===== config.mk =====
export PLATFORM = sky130hd
export DESIGN_NAME = regfile_wr_arbiter
export DESIGN_NICKNAME = d
export VERILOG_FILES = /design/src/rtl/regfile_pkg.sv /design/src/rtl/rr_arb2.sv /design/src/rtl/regfile_wr_arbiter.sv
export SDC_FILE = /design/constraint.sdc
export NUM_CORES = 1
export LEC_CHECK = 0
export ABC_AREA = 1
export ABC_CLOCK_PERIOD_IN_PS = 2450
export CELL_PAD_IN_SITES_DETAIL_PLACEMENT = 0
export CELL_PAD_IN_SITES_GLOBAL_PLACEMENT = 1
export CORE_MARGIN = 1
export CORE_UTILIZATION = 30
export DETAILED_ROUTE_END_ITERATION = 16
export PLACE_DENSITY_LB_ADDON = 0.1
export SLEW_MARGIN = 20
export SYNTH_ARGS = -nofsm -noshare
export SYNTH_HDL_FRONTEND = slang
export SYNTH_SLANG_ARGS = --single-unit

===== constraint.sdc =====
create_clock -name clk -period 2.45 [get_ports clk]
set_input_delay 0.3675 -clock clk [delete_from_list [all_inputs] [get_ports clk]]
set_output_delay 0.3675 -clock clk [all_outputs]
set_load 0.005 [all_outputs]

===== src/rtl/regfile_pkg.sv =====
// Shared register-file types: default widths, write-arbiter state and the write-port record.
package regfile_pkg;

    localparam int unsigned RF_AW = 5;
    localparam int unsigned RF_DW = 32;

    typedef enum logic {
        PRI0 = 1'b0,
        PRI1 = 1'b1
    } arb_state_e;

    typedef struct packed {
        logic             we;
        logic [RF_AW-1:0] addr;
        logic [RF_DW-1:0] data;
    } rf_wr_t;

endpackage


===== src/rtl/rr_arb2.sv =====
// Two-input grant with a tie-break register. REGFILE_ARB_RR_EN selects round-robin ties;
// without it, req[0] always wins ties and no state is kept.
module rr_arb2 (
    input  logic       clk,
    input  logic       rst_n,
    input  logic [1:0] req,
    output logic [1:0] gnt
);
    import regfile_pkg::*;

`ifdef REGFILE_ARB_RR_EN
    arb_state_e state_q, state_d;

    always_comb begin
        gnt     = req;
        state_d = state_q;
        if (req == 2'b11) begin
            gnt = (state_q == PRI0) ? 2'b01 : 2'b10;
        end
        // Hand the tie-break to whoever lost this grant.
        if (gnt[0]) begin
            state_d = PRI1;
        end else if (gnt[1]) begin
            state_d = PRI0;
        end
    end

    always_ff @(posedge clk or negedge rst_n) begin
        if (!rst_n) begin
            state_q <= PRI0;
        end else begin
            state_q <= state_d;
        end
    end
`else
    logic unused_clk_rst;

    assign gnt            = {req[1] & ~req[0], req[0]};
    assign unused_clk_rst = clk ^ rst_n;
`endif

endmodule


===== src/rtl/regfile_wr_arbiter.sv =====
// Shares the register-file write port between execute (req0) and load (req1) writeback.
// Tie-break policy is round-robin when REGFILE_ARB_RR_EN is defined, else fixed req0 priority.
module regfile_wr_arbiter
    import regfile_pkg::*;
#(
    parameter int unsigned AW   = RF_AW,
    parameter int unsigned DW   = RF_DW,
    parameter int unsigned CNTW = 16
) (
    input  logic            clk,
    input  logic            rst_n,
    input  logic            req0_valid,
    output logic            req0_ready,
    input  logic [AW-1:0]   req0_addr,
    input  logic [DW-1:0]   req0_data,
    input  logic            req1_valid,
    output logic            req1_ready,
    input  logic [AW-1:0]   req1_addr,
    input  logic [DW-1:0]   req1_data,
    output logic            rf_we,
    output logic [AW-1:0]   rf_wa,
    output logic [DW-1:0]   rf_wd,
    output logic            pend_valid,
    output logic [CNTW-1:0] conflict_cnt
);

    logic [1:0]      gnt;
    rf_wr_t          wr_q, wr_d;
    logic [CNTW-1:0] cnt_q, cnt_d;

    rr_arb2 u_arb (
        .clk   (clk),
        .rst_n (rst_n),
        .req   ({req1_valid, req0_valid}),
        .gnt   (gnt)
    );

    assign req0_ready = gnt[0];
    assign req1_ready = gnt[1];

    // Address/data hold when nothing is written; writes to r0 complete but never reach the file.
    always_comb begin
        wr_d    = wr_q;
        wr_d.we = 1'b0;
        if (gnt[0] && (req0_addr != '0)) begin
            wr_d = '{we: 1'b1, addr: req0_addr, data: req0_data};
        end else if (gnt[1] && (req1_addr != '0)) begin
            wr_d = '{we: 1'b1, addr: req1_addr, data: req1_data};
        end
    end

    always_comb begin
        cnt_d = cnt_q;
        if (req0_valid && req1_valid && (cnt_q != '1)) begin
            cnt_d = cnt_q + 1'b1;
        end
    end

    always_ff @(posedge clk or negedge rst_n) begin
        if (!rst_n) begin
            wr_q  <= '0;
            cnt_q <= '0;
        end else begin
            wr_q  <= wr_d;
            cnt_q <= cnt_d;
        end
    end

    assign rf_we        = wr_q.we;
    assign rf_wa        = wr_q.addr;
    assign rf_wd        = wr_q.data;
    assign pend_valid   = wr_q.we;
    assign conflict_cnt = cnt_q;

endmodule


* Yosys cells after proc, flatten, opt, wreduce, memory -nomap -nowiden *
Cells that the tools add are included.
W data, S select, Z words.

word-level totals
  register bits = 54
  bits in latches = 0
  memory bits (writable) = 0
  memory bits (read-only) = 0
  input port bits = 78
  output and inout port bits = 57
  memories = 0

cells by class
  $add $sub $neg = 1
  $mul = 0
  div/mod/pow operators = 0
  order comparisons = 0
  equal/unequal tests = 1
  shifts and indexed selects = 0
  multiplexer cells = 2
  bitwise gates (word level) = 2
  reductions and logical operators = 7

operators by type and width
  operator                 count
  $mux W38                 2
  $add A16 B1 Y16 const B  1
  $ne A16 B16 Y1 const B   1
  $reduce_bool A5 Y1       2
  $logic_and A1 B1 Y1      4
  $reduce_bool A2 Y1       1
  $and A1 B1 Y1            1
  $not A1 Y1               1

* Logic depth before layout (Yosys ltp) *
  word-level depth = 5
  mapped depth = 9
  depth with buffers taken out = 9

* Modules after synthesis *
A second synthesis with hierarchy kept.

second synthesis, totals
  cell total of the unflattened synthesis = 360
  area total of the unflattened synthesis = 2777.7 um2

by module, submodules not included
  module              times used  cells each  area an instance (um2)
  regfile_wr_arbiter  1           357         2760.1
  rr_arb2             1           3           17.5

* Worst setup path after synthesis *
Ideal clock, no wire load.

  kind = flip-flop to flip-flop
  start point = register cnt_q[0], in the netlist conflict_cnt[0]
  end point = register cnt_q[12], in the netlist conflict_cnt[12]
  arrival time = 1384 ps
  data required time = 2385 ps
  slack = 1001 ps
  stages on the path, launching flop included = 10
  buffers on the path = 1
  period minus slack after synthesis = 1449 ps
  cell sequence = dfrtp_1 > ha_1 > nand2_1 > nor2_2 > nand2_2 > nor2_1 > nor2_2 > buf_6 > nand3b_2 > nand2_1

on the way
  cells in the longest elaborated chain, start to end = 2

ends and longest elaborated chain
  element                                                  RTL line                  text
  start: declaration                                       regfile_wr_arbiter.sv:29  logic [CNTW-1:0] cnt_q, cnt_d;
  start signal: assignment                                 regfile_wr_arbiter.sv:65  cnt_q <= cnt_d;
  branches (longest 2 deep; another with $add A16 B1 Y16)  n/a

Parallel ways; which one is timed is not known.
A chain may end at the register's enable or synchronous reset.

* Final worst setup path *
  start point = input port req0_valid
  end point = output port req1_ready

on the way
  cells in the longest elaborated chain, start to end = 2

ends and longest elaborated chain
  element             RTL line                  text
  start: declaration  regfile_wr_arbiter.sv:12  input logic req0_valid,
  $not A1 Y1          rr_arb2.sv:38             assign gnt = {req[1] & ~req[0], req[0]};
  $and A1 B1 Y1       rr_arb2.sv:38
  end: declaration    regfile_wr_arbiter.sv:17  output logic req1_ready,

No other way between the ends.

==> summary.md <==
| Metric | Value |
|---|---|
| Status | completed |
| Initial antenna violation count | 0 |
| Distinct cells, synth | 24 |
| DR vias | 2660 |
| Worst min path class | in2async |
| Synth Cell Area | 2710 um2 |
| Cell Area, Placed | 4140 um2 |
| Clock buffer depth | 2 |
| Largest cells by area after synthesis | dfrtp_1 (50%), nand2_1 (23%), nand3_1 (7.4%) |
| Worst setup path class | in2out |
| Final Skew | 0.0126 ns |
| Setup crit start kind | input port |
| Root buf cell | clkbuf_8 |
| Post-synth EDFFs | 0 |
| Antenna viol nets, final | 0 |
| Hold_buf cts | 0 |
| Ys async rst share | 100% |
| Worst R2R Path Depth | 6 |
| Rows | 34 |
| Post-DP HPWL | 5670 um |
| Die Footprint | 9420 um2 |
| Final Hold Fails | 0 |
| Routability Congestion | 0.801 |
| Least-Margin Pin Slew | 0.711 ns |
| Minimum clock period | 1.95 ns |
| NumNets Final | 566 |
| R2R Setup Slk | 0.81 ns |
| Fin crit share | 79.6% |
| Syn Area/Cell | 7.66 um2 |
| M1 WL | 3250 um |
| Final setup fails | 0 |
| Most common cell in the netlist | nand2_1 |
| Reg2Reg Capture Point | conflict_cnt[5]$_DFFE_PN0P_ |
| Final Slew Violations | 0 |
| Highest metal used | met4 |
| Cts bufs inserted | 5 |
| Clock Sinks | 54 |
| Setup TNS Final | 0 ns |
| Worst EP required | 2.08 ns |
| Core footprint | 8720 um2 |
| Multi-input gate area | 1200 um2 |
| Clock latency on the worst-skew pair | 0.32 ns |
| Met3 WL post-DR | 664 um |
| Pre-CTS setup slack | 0.451 ns |
| Die Wd | 97.1 um |
| Synthesis Warnings | 0 |
| RSZ-0062 raised after global routing | false |
| Layout cells sized above 1 | 5.94% |
| GRT Total Usage | 16.3% |
| Synth cell count leaders | nand2_1 (165), dfrtp_1 (54), nand3_1 (40) |
| Clk slew on worst S/H paths | 0.11 ns |
| Metal2 WL | 3740 um |
| CTS tree | yes |
| Height of the die | 97.1 um |
| Achievable Freq | 0.513 GHz |
| Drt drc | 0 |
| Post-route cell area | 4250 um2 |
| PwrDens | 543 nW/um2 |
| DR pass1 iterations | 4 |
| Post-CTS Resized | 0 |
| WL/cell | 13.0 um |
| Largest area contributor in the netlist | dfrtp_1 |
| Syn Nets | 433 |
| H-tree Lvls | 2 |
| # Max-Cap Violations | 0 |
| Final WS setup | 0.500 ns |
| Vias in the first global route | 2659 |
| Fillers | 905 |
| Worst reg2reg startpoint | conflict_cnt[1]$_DFFE_PN0P_ |
| GR Overflow Total | 0 |
| Predominant post-synthesis flop cell | dfrtp_1 |
| Area grow syn2layout | 56.9% |
| Worst slew margin | 52.6% |
| Yosys top cell area share | 49.8% |
| WL final | 7770 um |
| I/O Pins | 135 |
| Post-CTS Setup Inserts | 0 |
| CP max FO | 5 |
| LEAKAGE | 0.00188 uW |
| Mapped Cells | 354 |
| N_diodes | 0 |
| Seq cells post-synth | 54 |
| Sequential-to-total area share from yosys stat | 49.8% |
| Reg area | 1350 um2 |
| Max VDD drop | 0.000204 V |
| Critical path endpoint category | output pin |
| First-pass GRT wire length | 12500 um |
| CP arrival | 1.58 ns |
| Largest net degree at the start of global routing | 55 |
| Avg Vias per Cell | 4.46 |
| IO Port Bufs | 134 |
| Initial DRC count | 64 |
| Starting Density | 31.1% |
state kept, by name, summed over array words and instances (netlist names):
register and flops:
rf_wa 5, conflict_cnt 16, rf_wd 32, pend_valid 1
critical path: stages:
cell and delay (ns):
clkdlybuf4s50_1 0.52, nor2_4 0.18, clkdlybuf4s50_1 0.52
cell families after synthesis:
group	Yosys count	share of synthesized area [%]
simple gates	247	38.4
compound gates	14	3.42
xor+xnor	6	1.94
buf+inv	32	5.95
flops	54	49.8
fa+ha+maj	1	0.461
power breakdown:
group,switching [uW],total (uW),internal (uW)
sequential,92.3,1090,995
combinational,229,606,377
clock,309,615,306
worst max-delay path by stage:
stage	startpoint	to	slack, ns	depth (start not counted)
2_1_floorplan	conflict_cnt[0]$_DFFE_PN0P_	conflict_cnt[12]$_DFFE_PN0P_	1.00	9
3_3_place_gp	req0_valid	rf_wd[15]$_DFFE_PN0P_	0.49	8
3_5_place_dp	req0_valid	rf_wd[7]$_DFFE_PN0P_	0.45	8
4_1_cts	req0_valid	req1_ready	0.50	3
5_1_grt	req0_valid	req1_ready	0.48	3
6_report	req0_valid	req1_ready	0.50	3
cells in the final DEF (no fill, tap or decap), types with 2 or more instances in the layout:
master	synthesis	routed
xor2_1	2	2
inv_2	2	2
dfrtp_1	54	54
nand4_1	3	3
inv_1	17	17
nand3b_1	2	2
nand2_1	165	165
nor2_1	25	25
nor2_2	3	3
clkbuf_8	0	5
nand3_1	40	40
xnor2_1	4	4
o22ai_1	3	3
nand2_2	4	4
o21ai_0	8	8
buf_4	5	4
o21ai_2	2	2
nor2_4	2	2
clkdlybuf4s50_1	0	133
layer usage:
layer	vias to the layer above	global-route usage, %
met5	-	0
met4	0	4.82
met3	8	6.40
met2	79	28.8
met1	1200	18.1
li1	1373	-
per-stage QoR:
step	hold slack, ns	util, %	power [uW]	cells
floorplan	0.0719	-	1300	354
detailed placement	0.468	47.5	1720	588
CTS	0.207	48.8	2350	596
global placement	0.464	47.5	1720	588
global route	0.215	48.8	2430	596
finish	0.161	48.8	2310	596
area by class of cell:
type / count / area share, %
clock buffer: 6 / 1.71
clock inverter: 2 / 0.883
inverter: 19 / 1.68
multi-input combinational: 268 / 28.2
sequential: 54 / 31.8
tap: 108 / 3.18
timing repair buffer: 139 / 32.6
No activity file was read; power rests on OpenSTA's default activity.
